## src/rtl/vx_writeback_arbiter_pkg.sv

```systemverilog
// Shared writeback definitions: geometry constants, the writeback packet
// layout seen by execution units and the scoreboard, and small helpers.
package vx_writeback_arbiter_pkg;

    localparam int NUM_THREADS   = 4;
    localparam int XLEN          = 32;
    localparam int UUID_WIDTH    = 44;
    localparam int NR_BITS       = 6;
    localparam int ISSUE_WIS_W   = 2;
    localparam int PERF_CTR_BITS = 44;
    localparam int STALL_TIMEOUT = 4096;
    localparam int DATAW_DEF     = NUM_THREADS * XLEN;

    // One writeback beat; multi-beat results are framed by sop/eop.
    typedef struct packed {
        logic [UUID_WIDTH-1:0]  uuid;
        logic [ISSUE_WIS_W-1:0] wis;
        logic [NUM_THREADS-1:0] tmask;
        logic [XLEN-1:0]        pc;
        logic [NR_BITS-1:0]     rd;
        logic [DATAW_DEF-1:0]   data;
        logic                   sop;
        logic                   eop;
    } wb_packet_t;

    // Lock state of the arbiter: free to rotate, or pinned to one unit.
    typedef enum logic [0:0] {
        LOCK_IDLE = 1'b0,
        LOCK_HELD = 1'b1
    } lock_state_e;

    // Saturating increment for performance counters (sticks at all-ones).
    function automatic logic [PERF_CTR_BITS-1:0] sat_inc(input logic [PERF_CTR_BITS-1:0] v);
        logic [PERF_CTR_BITS-1:0] r;
        r = (&v) ? v : (v + PERF_CTR_BITS'(1));
        return r;
    endfunction

endpackage

```

## src/rtl/vx_rr_lock_arbiter.sv

```systemverilog
// Round-robin arbiter with an instruction lock: once a unit's first
// non-final beat is accepted, only that unit may be granted until its eop.
module vx_rr_lock_arbiter
    import vx_writeback_arbiter_pkg::*;
#(
    parameter int NUM_UNITS = 4
) (
    input  logic                 clk,
    input  logic                 reset,
    input  logic [NUM_UNITS-1:0] req,
    input  logic [NUM_UNITS-1:0] eop,
    output logic [NUM_UNITS-1:0] grant,
    output logic                 locked
);

    localparam int PTR_W = (NUM_UNITS > 1) ? $clog2(NUM_UNITS) : 1;

    lock_state_e          lock_state_r, lock_state_n;
    logic [PTR_W-1:0]     rr_ptr_r, rr_ptr_n;
    logic [PTR_W-1:0]     lock_id_r, lock_id_n;
    logic [NUM_UNITS-1:0] grant_s;
    logic [NUM_UNITS-1:0] lock_mask_s;
    logic [NUM_UNITS-1:0] accept_s;
    logic [PTR_W-1:0]     win_idx_s;
    logic                 win_eop_s;
    logic [PTR_W:0]       ptr_inc_s;
    logic [PTR_W-1:0]     ptr_next_s;

    // First requester at or after ptr, wrapping; returns a one-hot vector.
    function automatic logic [NUM_UNITS-1:0] rr_pick(input logic [NUM_UNITS-1:0] r,
                                                     input logic [PTR_W-1:0]     ptr);
        logic [NUM_UNITS-1:0] pick;
        logic                 hit;
        logic [PTR_W:0]       pos;
        pick = '0;
        hit  = 1'b0;
        for (int i = 0; i < NUM_UNITS; i++) begin
            pos = {1'b0, ptr} + (PTR_W+1)'(i);
            pos = (pos >= (PTR_W+1)'(NUM_UNITS)) ? (pos - (PTR_W+1)'(NUM_UNITS)) : pos;
            for (int j = 0; j < NUM_UNITS; j++) begin
                pick[j] = pick[j] | ((pos == (PTR_W+1)'(j)) & r[j] & ~hit);
            end
            hit = |pick;
        end
        return pick;
    endfunction

    // One-hot mask of the unit currently owning the lock
    always_comb begin
        lock_mask_s = '0;
        for (int j = 0; j < NUM_UNITS; j++) begin
            lock_mask_s[j] = (lock_id_r == PTR_W'(j));
        end
    end

    // Grant: lock owner only while locked, otherwise rotating priority
    always_comb begin
        grant_s = '0;
        if (NUM_UNITS == 1) begin
            grant_s = '1;
        end else begin
            case (lock_state_r)
                LOCK_IDLE: grant_s = rr_pick(req, rr_ptr_r);
                LOCK_HELD: grant_s = req & lock_mask_s;
                default:   grant_s = '0;
            endcase
        end
    end

    assign accept_s = grant_s & req;

    // Encode the accepted unit and its successor for the pointer update
    always_comb begin
        win_idx_s = '0;
        for (int j = 0; j < NUM_UNITS; j++) begin
            win_idx_s = win_idx_s | ({PTR_W{accept_s[j]}} & PTR_W'(j));
        end
        win_eop_s  = |(accept_s & eop);
        ptr_inc_s  = {1'b0, win_idx_s} + (PTR_W+1)'(1);
        ptr_next_s = (ptr_inc_s >= (PTR_W+1)'(NUM_UNITS)) ? '0 : ptr_inc_s[PTR_W-1:0];
    end

    // Next lock state: eop releases and advances pointer, non-eop pins winner
    always_comb begin
        lock_state_n = lock_state_r;
        lock_id_n    = lock_id_r;
        rr_ptr_n     = rr_ptr_r;
        if (NUM_UNITS == 1) begin
            lock_state_n = LOCK_IDLE;
            lock_id_n    = '0;
            rr_ptr_n     = '0;
        end else if (accept_s != '0) begin
            if (win_eop_s) begin
                lock_state_n = LOCK_IDLE;
                rr_ptr_n     = ptr_next_s;
            end else begin
                lock_state_n = LOCK_HELD;
                lock_id_n    = win_idx_s;
            end
        end else begin
            lock_state_n = lock_state_r;
        end
    end

    // Pointer and lock registers
    always_ff @(posedge clk) begin
        if (reset) begin
            lock_state_r <= LOCK_IDLE;
            lock_id_r    <= '0;
            rr_ptr_r     <= '0;
        end else begin
            lock_state_r <= lock_state_n;
            lock_id_r    <= lock_id_n;
            rr_ptr_r     <= rr_ptr_n;
        end
    end

    assign grant  = grant_s;
    assign locked = (lock_state_r == LOCK_HELD);

endmodule

```

## src/rtl/vx_writeback_arbiter_chk.sv

```systemverilog
// Protocol checker for the writeback arbiter: instruction framing must
// respect the grant lock, and no lock may be held indefinitely.
module vx_writeback_arbiter_chk
    import vx_writeback_arbiter_pkg::*;
(
    input logic clk,
    input logic reset,
    input logic acc_valid,
    input logic acc_sop,
    input logic locked
);

    logic [31:0] lock_cycles_r;

    // Length of the current lock episode in cycles
    always_ff @(posedge clk) begin
        if (reset) begin
            lock_cycles_r <= 32'd0;
        end else if (locked) begin
            lock_cycles_r <= lock_cycles_r + 32'd1;
        end else begin
            lock_cycles_r <= 32'd0;
        end
    end

    a_sop_only_unlocked : assert property (@(posedge clk) disable iff (reset)
        (acc_valid && acc_sop) |-> !locked);

    a_locked_next_not_sop : assert property (@(posedge clk) disable iff (reset)
        (locked && acc_valid) |-> !acc_sop);

    a_lock_timeout : assert property (@(posedge clk) disable iff (reset)
        lock_cycles_r < 32'(STALL_TIMEOUT));

endmodule

```

## src/rtl/vx_writeback_arbiter.sv

```systemverilog
// Per-issue-slice writeback arbiter: merges execution-unit results into one
// registered writeback stream, keeping multi-beat instructions contiguous.
module vx_writeback_arbiter
    import vx_writeback_arbiter_pkg::*;
#(
    parameter int NUM_UNITS   = 4,
    parameter int DATAW       = DATAW_DEF,
    parameter int WIS_W       = ISSUE_WIS_W,
    parameter bit PERF_ENABLE = 1'b1
) (
    input  logic                                  clk,
    input  logic                                  reset,
    input  logic [NUM_UNITS-1:0]                  unit_valid,
    output logic [NUM_UNITS-1:0]                  unit_ready,
    input  logic [NUM_UNITS-1:0][UUID_WIDTH-1:0]  unit_uuid,
    input  logic [NUM_UNITS-1:0][WIS_W-1:0]       unit_wis,
    input  logic [NUM_UNITS-1:0][NUM_THREADS-1:0] unit_tmask,
    input  logic [NUM_UNITS-1:0][XLEN-1:0]        unit_pc,
    input  logic [NUM_UNITS-1:0][NR_BITS-1:0]     unit_rd,
    input  logic [NUM_UNITS-1:0][DATAW-1:0]       unit_data,
    input  logic [NUM_UNITS-1:0]                  unit_sop,
    input  logic [NUM_UNITS-1:0]                  unit_eop,
    output logic                                  wb_valid,
    output logic [UUID_WIDTH-1:0]                 wb_uuid,
    output logic [WIS_W-1:0]                      wb_wis,
    output logic [NUM_THREADS-1:0]                wb_tmask,
    output logic [XLEN-1:0]                       wb_pc,
    output logic [NR_BITS-1:0]                    wb_rd,
    output logic [DATAW-1:0]                      wb_data,
    output logic                                  wb_sop,
    output logic                                  wb_eop,
    output logic [PERF_CTR_BITS-1:0]              perf_conflicts
);

    logic [NUM_UNITS-1:0]   grant_s;
    logic [NUM_UNITS-1:0]   accept_s;
    logic                   accept_any_s;
    logic                   conflict_s;
    logic                   locked_s;

    logic [UUID_WIDTH-1:0]  sel_uuid_s;
    logic [WIS_W-1:0]       sel_wis_s;
    logic [NUM_THREADS-1:0] sel_tmask_s;
    logic [XLEN-1:0]        sel_pc_s;
    logic [NR_BITS-1:0]     sel_rd_s;
    logic [DATAW-1:0]       sel_data_s;
    logic                   sel_sop_s;
    logic                   sel_eop_s;

    logic                   wb_valid_r;
    logic [UUID_WIDTH-1:0]  wb_uuid_r;
    logic [WIS_W-1:0]       wb_wis_r;
    logic [NUM_THREADS-1:0] wb_tmask_r;
    logic [XLEN-1:0]        wb_pc_r;
    logic [NR_BITS-1:0]     wb_rd_r;
    logic [DATAW-1:0]       wb_data_r;
    logic                   wb_sop_r;
    logic                   wb_eop_r;

    vx_rr_lock_arbiter #(
        .NUM_UNITS (NUM_UNITS)
    ) u_arb (
        .clk    (clk),
        .reset  (reset),
        .req    (unit_valid),
        .eop    (unit_eop),
        .grant  (grant_s),
        .locked (locked_s)
    );

    // The output never stalls, so every grant is an acceptance.
    assign unit_ready   = grant_s;
    assign accept_s     = grant_s & unit_valid;
    assign accept_any_s = |accept_s;
    assign conflict_s   = |(unit_valid & ~grant_s);

    // One-hot AND-OR mux of the accepted unit's packet fields
    always_comb begin
        sel_uuid_s  = '0;
        sel_wis_s   = '0;
        sel_tmask_s = '0;
        sel_pc_s    = '0;
        sel_rd_s    = '0;
        sel_data_s  = '0;
        sel_sop_s   = 1'b0;
        sel_eop_s   = 1'b0;
        for (int k = 0; k < NUM_UNITS; k++) begin
            sel_uuid_s  = sel_uuid_s  | (unit_uuid[k]  & {UUID_WIDTH{accept_s[k]}});
            sel_wis_s   = sel_wis_s   | (unit_wis[k]   & {WIS_W{accept_s[k]}});
            sel_tmask_s = sel_tmask_s | (unit_tmask[k] & {NUM_THREADS{accept_s[k]}});
            sel_pc_s    = sel_pc_s    | (unit_pc[k]    & {XLEN{accept_s[k]}});
            sel_rd_s    = sel_rd_s    | (unit_rd[k]    & {NR_BITS{accept_s[k]}});
            sel_data_s  = sel_data_s  | (unit_data[k]  & {DATAW{accept_s[k]}});
            sel_sop_s   = sel_sop_s   | (unit_sop[k]   & accept_s[k]);
            sel_eop_s   = sel_eop_s   | (unit_eop[k]   & accept_s[k]);
        end
    end

    // Writeback strobe: one cycle after each acceptance
    always_ff @(posedge clk) begin
        if (reset) begin
            wb_valid_r <= 1'b0;
        end else begin
            wb_valid_r <= accept_any_s;
        end
    end

    // Writeback payload: captured on acceptance, not reset (qualified by wb_valid)
    always_ff @(posedge clk) begin
        if (accept_any_s) begin
            wb_uuid_r  <= sel_uuid_s;
            wb_wis_r   <= sel_wis_s;
            wb_tmask_r <= sel_tmask_s;
            wb_pc_r    <= sel_pc_s;
            wb_rd_r    <= sel_rd_s;
            wb_data_r  <= sel_data_s;
            wb_sop_r   <= sel_sop_s;
            wb_eop_r   <= sel_eop_s;
        end
    end

    assign wb_valid = wb_valid_r;
    assign wb_uuid  = wb_uuid_r;
    assign wb_wis   = wb_wis_r;
    assign wb_tmask = wb_tmask_r;
    assign wb_pc    = wb_pc_r;
    assign wb_rd    = wb_rd_r;
    assign wb_data  = wb_data_r;
    assign wb_sop   = wb_sop_r;
    assign wb_eop   = wb_eop_r;

    generate
        if (PERF_ENABLE) begin : g_perf
            logic [PERF_CTR_BITS-1:0] perf_conflicts_r;

            // Count cycles where at least one offered packet is held back
            always_ff @(posedge clk) begin
                if (reset) begin
                    perf_conflicts_r <= '0;
                end else if (conflict_s) begin
                    perf_conflicts_r <= sat_inc(perf_conflicts_r);
                end
            end

            assign perf_conflicts = perf_conflicts_r;
        end else begin : g_no_perf
            assign perf_conflicts = '0;
        end
    endgenerate

`ifndef SYNTHESIS
    vx_writeback_arbiter_chk u_chk (
        .clk       (clk),
        .reset     (reset),
        .acc_valid (accept_any_s),
        .acc_sop   (sel_sop_s),
        .locked    (locked_s)
    );
`endif

endmodule

```

## config.mk

```make
export PLATFORM = sky130hd
export DESIGN_NAME = vx_writeback_arbiter
export DESIGN_NICKNAME = d
export VERILOG_FILES = /design/src/rtl/vx_writeback_arbiter_pkg.sv /design/src/rtl/vx_rr_lock_arbiter.sv /design/src/rtl/vx_writeback_arbiter_chk.sv /design/src/rtl/vx_writeback_arbiter.sv
export SDC_FILE = /design/constraint.sdc
export NUM_CORES = 1
export LEC_CHECK = 0
export BUFFER_PORTS_ARGS = -buffer_cell sky130_fd_sc_hd__buf_2
export CAP_MARGIN = 20
export CORE_AREA = 5 5 447 449
export DETAILED_ROUTE_END_ITERATION = 7
export DIE_AREA = 0 0 452 454
export GPL_TIMING_DRIVEN = 0
export PLACE_DENSITY_LB_ADDON = 0.2
export SLEW_MARGIN = 20
export SYNTH_ARGS = -nofsm -noshare
export SYNTH_HDL_FRONTEND = slang
export SYNTH_SLANG_ARGS = --single-unit
```

## constraint.sdc

```tcl
create_clock -name clk -period 7 [get_ports clk]
set_input_delay 0.7 -clock clk [delete_from_list [all_inputs] [get_ports clk]]
set_output_delay 0.7 -clock clk [all_outputs]
set_load 0.01 [all_outputs]
```

# After elaboration in Yosys (flattened, before gate mapping)
# Index checks and enable logic that the tools add are counted.
# word_totals
ram_bits	0
out_inout_bits	267
wordCells	174
register_bits	268
rom_bits	0
inputBits	878
latchBits	0
mem_count	0
# classes
shifts	0
add_sub_neg	9
reduce_logical	16
n_eq_ne	15
n_lt_le_gt_ge	5
div_mod_pow	0
mux	7
mul	0
bitwise_logic	109
# op_table
op	n
$and A128 B128 Y128	4
$or A128 B128 Y128	3
$and A44 B44 Y44	4
$or A44 B44 Y44	3
$and A32 B32 Y32	4
$or A32 B32 Y32	3
$add A44 B1 Y44 const B	1
$reduce_and A44 Y1	1
$and A1 B1 Y1	36
$and A4 B4 Y4	8
$and A6 B6 Y6	4
$eq A3 B2 Y1 const B	8
$reduce_or A4 Y1	6
$or A1 B1 Y1	18
$or A6 B6 Y6	3
$eq A3 B1 Y1 const B	4
$ge A3 B3 Y1 const B	4
$logic_not A3 Y1	4
$mux W3	4
$or A4 B4 Y4	3
$sub A3 B3 Y3 const B	3
$and A2 B2 Y2	4
$or A2 B2 Y2	4
$pmux W4 S2	1
14 further kinds	24

# Depth between registers and ports, before layout
# depth
depth_word	23
mapped_depth	9
depth_no_buf	7

# Cells and area by module
# Synthesis repeated with hierarchy kept, for this count alone.
# unflattened
hier_cells	1299
area_unflattened_um2	13764.5
# modules_own_cells
mod	area_per_inst_um2	instances	seq_area_each_um2	cells_per_inst
vx_writeback_arbiter	13312.8	1	7447.1	1245
vx_rr_lock_arbiter	451.7	1	100.1	54

# Worst setup path before layout
# No wires, ideal clock.
# synth_path
path_kind	input -> register
start	in unit_valid[3]
end	reg wb_data_r[0] (netlist: wb_data[0]) (enable)
setup_ns	0.570
path_buffers	0
slack_ns	0.719
t_arrival_ns	5.712
path_stages	5
required_ns	6.430
path_cell_list	or2_1 a211oi_2 o31a_1 nor4_1 inv_1
# synth_between
elab_chain_cells	16
elab_cells_between_ends	38
classes_between	mux: 1; bitwise: 33; reduce/logical: 4
# synth_rtl
element	line	rtl
start, declared	vx_writeback_arbiter.sv:13	input logic [NUM_UNITS-1:0] unit_valid,
$and A1 B1 Y1	vx_rr_lock_arbiter.sv:41	pick[j] = pick[j] | ((pos == (PTR_W+1)'(j)) & r[j] & ~hit);
$reduce_or A4 Y1	vx_rr_lock_arbiter.sv:43	hit = |pick;
$not A1 Y1	vx_rr_lock_arbiter.sv:41	
$and A1 B1 Y1	vx_rr_lock_arbiter.sv:41	
$or A1 B1 Y1	vx_rr_lock_arbiter.sv:41	
$reduce_or A4 Y1	vx_rr_lock_arbiter.sv:43	
$not A1 Y1	vx_rr_lock_arbiter.sv:41	
$and A1 B1 Y1	vx_rr_lock_arbiter.sv:41	
$or A1 B1 Y1	vx_rr_lock_arbiter.sv:41	
$reduce_or A4 Y1	vx_rr_lock_arbiter.sv:43	
$not A1 Y1	vx_rr_lock_arbiter.sv:41	
$and A1 B1 Y1	vx_rr_lock_arbiter.sv:41	
$or A1 B1 Y1	vx_rr_lock_arbiter.sv:41	
$pmux W4 S2	vx_rr_lock_arbiter.sv:62	case (lock_state_r)
$and A4 B4 Y4 (*)	vx_writeback_arbiter.sv:73	assign accept_s = grant_s & unit_valid;
$reduce_or A4 Y1 (*)	vx_writeback_arbiter.sv:74	assign accept_any_s = |accept_s;
net accept_any_s	vx_writeback_arbiter.sv:37	logic accept_any_s;
end signal, assigned	vx_writeback_arbiter.sv:116	wb_data_r <= sel_data_s;
end, declared	vx_writeback_arbiter.sv:56	logic [DATAW-1:0] wb_data_r;
# Mark *: on every way through the listed nets, which the timed path passes. The rest lies on a longest branch.
# A chain may end at the register's enable or synchronous reset.

# Worst setup path after layout
# layout_path
start	reg u_arb.rr_ptr_r[1]
end	reg wb_data_r[87] (netlist: wb_data[87]) (data pin)
# layout_between
elab_chain_cells	22
elab_cells_between_ends	86
classes_between	add/sub: 7; order compare: 4; eq/ne: 12; mux: 5; bitwise: 51; reduce/logical: 7
# layout_rtl
element	line	rtl
start, declared	vx_rr_lock_arbiter.sv:19	logic [PTR_W-1:0] rr_ptr_r, rr_ptr_n;
start signal, assigned	vx_rr_lock_arbiter.sv:114	rr_ptr_r <= rr_ptr_n;
parallel branches: the longest is 16 deep, another holds $add A2 B1 Y3	--	
$pmux W4 S2 (*)	vx_rr_lock_arbiter.sv:62	
$and A4 B4 Y4 (*)	vx_writeback_arbiter.sv:73	
$and A128 B128 Y128	vx_writeback_arbiter.sv:93	sel_data_s = sel_data_s | (unit_data[k] & {DATAW{accept_s[k]}});
$or A128 B128 Y128 (2 in a row)	vx_writeback_arbiter.sv:93	
$or A128 B128 Y128 (*)	vx_writeback_arbiter.sv:93	
net sel_data_s[87]	vx_writeback_arbiter.sv:46	logic [DATAW-1:0] sel_data_s;
# Mark *: on every way through the listed nets, which the timed path passes.

==> results.py <==
metrics = {
    "run_status": {
        "status": "finished clean",
    },
    "global_route": {
        "use_met2_pct": 24.1,
        "grt.busiest_layer": "met2",
        "grt.overflow.total": 0,
        "grt_pass1_wl_um": 198000,
        "grt_max_degree": 71,
        "use_met1_pct": 19.3,
        "groute.layer.met3.usage_pct": 4.26,
        "grt_pass1_vias": 17933,
        "grt_antenna_before_repair": 110,
        "grt.total_usage_pct": 14.9,
    },
    "worst_setup_path": {
        "start_kind": "register",
        "end_kind": "register",
        "crit_type": "reg2reg",
        "path_max_fanout": 10,
        "critical_path_required_ns": 7.32,
        "critPathArrivalTime_ns": 4.63,
    },
    "timing": {
        "slew_viol_final": 0,
        "timing.final.crit_share_pct": 61.5,
        "layout_setup_ws_ns": 2.69,
        "rsz0062_at_grt": "false",
        "max_freq_ghz": 0.232,
        "fin_crit_ns": 4.31,
        "hold_viol_final": 0,
        "finalSetupViolCount": 0,
        "tightest_slew_ns": 1.32,
        "maxSlewHeadroom_pct": 11.9,
        "fin_worst_skew_ns": 0.0463,
        "fin_hold_ws_ns": 0.290,
    },
    "min_path": {
        "hp-class": "in2reg",
    },
    "final_layout": {
        "multi_input_area_mm2": 0.00558,
        "drive_above_1_share_pct": 49.4,
        "design.final.nets": 3418,
        "stdcell_count": 5164,
        "seqCellArea_mm2": 0.00755,
        "final_cell_mix": "1157 x buf_2, 450 x nand2_1, 218 x edfxtp_1, 217 x a222oi_1, 93 x clkbuf_1",
        "areaGrowthSynthToFinish_pct": 79.1,
        "layout_commonest_cell": "buf_2",
        "fillCellCount": 22761,
    },
    "clocking": {
        "cts_root_buffer": "clkbuf_16",
        "cts.clk_slew.worst_paths_ns": 0.06,
        "cts_buffers": 46,
        "clk_latency_ns": 0.67,
        "postCtsSetupRepairBufs": 0,
        "cts_resized": 0,
        "hold_buffers": 0,
        "cts_tree": "done",
        "cts_sinks": 268,
        "clock_path_buffers": 3,
        "htreeDepth": 2,
    },
    "logic_synthesis": {
        "netlist_instances": 1331,
        "synth_fa_ha_area_share_pct": 0.0919,
        "ys_seq_elements": 268,
        "syn-cell-area_mm2": 0.0136,
        "synth_compound_area_share_pct": 20.6,
        "synth.area.mux_share_pct": 0.652,
        "yosysWarningCount": 0,
        "synth_edf_count": 218,
        "syn_avg_cell_area_um2": 10.2,
        "synth_cell_types": 56,
        "synth_top_family_by_area": "compound AO/OA/AOI/OAI gates",
        "synth_nets": 2210,
        "synthXorXnorAreaFrac_pct": 0,
        "yosys.area_share.simple_pct": 19.6,
        "seq_area_frac_synth_pct": 55.4,
        "synth-async-reset-ratio_pct": 0,
        "synth_ff_type": "edfxtp_1",
    },
    "die": {
        "design.die.area_mm2": 0.205,
        "die_h_um": 454,
        "num_io_pins": 1145,
        "dieWidth_um": 452,
        "coreArea_mm2": 0.196,
        "initial_core_util_pct": 6.95,
        "rows": 163,
    },
    "route": {
        "num_vias": 18747,
        "routed_wl_um": 163000,
        "drt_drc_violations_left": 0,
        "vias_per_cell": 3.63,
        "firstDrtPassIters": 8,
        "antenna_left": 0,
        "wl_per_cell_um": 31.5,
        "drt_iter0_drc": 2467,
    },
    "job": {
        "cap_violations": 0,
    },
    "placement": {
        "place_inst": 5047,
        "dp_hpwl_um": 141000,
        "pre_cts_ws_ns": 2.28,
        "portBuffers": 1144,
        "gp_routability_congestion": 0.929,
    },
    "power": {
        "ir_drop_uv": 175,
        "p_leak_uw": 0.0106,
        "power_density_mw_per_mm2": 336,
    },
}
[logic make-up (layout without fill, tap and decap cells)]
| family | after synthesis | after routing |
|---|---|---|
| mux | 8 | 8 |
| fa+ha+maj | 1 | 1 |
| buf+inv | 129 | 1369 |
| simple gates | 613 | 613 |
| other cells | 0 | 36 |
| flops | 268 | 268 |
| compound gates | 312 | 312 |
[worst paths after layout]
check | start | end | slack, ns | cells past startpoint
min | unit_data[339] | wb_data[83] | 0.29 | 3
max | u_arb.rr_ptr_r[1] | wb_data[87] | 2.69 | 9
min reg2reg | perf_conflicts[29] | perf_conflicts[29] | 0.51 | 2
max reg2reg | u_arb.rr_ptr_r[1] | wb_data[87] | 2.69 | 9
[critical path, stage by stage (launching register included)]
cell and delay [ns]:
dfxtp_1 0.30, buf_2 0.16, o2bb2ai_1 0.13, a221oi_1 0.54
nor2b_1 0.17, clkbuf_2 0.47, clkbuf_2 0.52, clkbuf_1 0.34
a222oi_1 0.94, nand2_1 0.36
[registers in the layout, summed over array words and instances (netlist names)]
name             cells
perf_conflicts      44
u_arb.lock_id_r      2
u_arb.locked         1
u_arb.rr_ptr_r       2
wb_data            128
wb_eop               1
wb_pc               32
wb_rd                6
wb_sop               1
wb_tmask             4
wb_uuid             44
wb_valid             1
wb_wis               2
[cell usage after synthesis (4+ instances only)]
library cell  instances  area (um^2)
and3_1                8         50.1
clkbuf_1            102          383
nor3_1                7         35.0
nor4_1               12         75.1
a31oi_1               4         25.0
o21ai_0              17         85.1
dfxtp_1              50         1000
a222oi_1            217         2170
nand4_1              24          150
nor2_1               22         82.6
nand2_1             450         1690
a21oi_1              33          165
buf_2                10         50.1
edfxtp_1            218         6550
or4_1                18          135
or3_1                16          100
mux2_1                4         45.0
nand3_1              21          105
o21bai_1              6         45.0
nor2b_1               9         56.3
nand2b_1              8         50.1
o31ai_1              17          128
buf_1                 9         33.8
inv_1                 8         30.0
[per-layer routing]
metal | routed length (um) | vias to the layer above | part of all wire (%)
li1 | - | 7822 | -
met1 | 69000 | 9430 | 42
met4 | 4060 | 34 | 2.5
met3 | 13400 | 241 | 8.3
met5 | 211 | - | 0.13
met2 | 75900 | 1220 | 47
[power by group]
group	switching, uW	total, uW	internal, uW
sequential	196	2630	2440
combinational	2330	3240	906
clock	999	2320	1320
total	3520	8190	4670
[final cells by class]
type	count	area share, %
buffer	121	1.99
timing repair buffer	1160	24.5
antenna	36	0.369
clock inverter	25	0.960
inverter	8	0.154
tap	2557	13.1
multi-input combinational	934	22.9
sequential	268	31.0
clock buffer	55	5.03
[metrics by stage]
stage	utilization (%)	instance area [um^2]	total power [uW]	TNS, ns
finish	12.5	24400	8190	0
floorplan	-	13600	3760	0
CTS	12.4	24300	8450	0
global route	12.4	24300	8610	0
global placement	11.5	22500	6080	-825.70
detailed placement	11.7	22800	5990	0
Power figures use the tool's default switching activity.
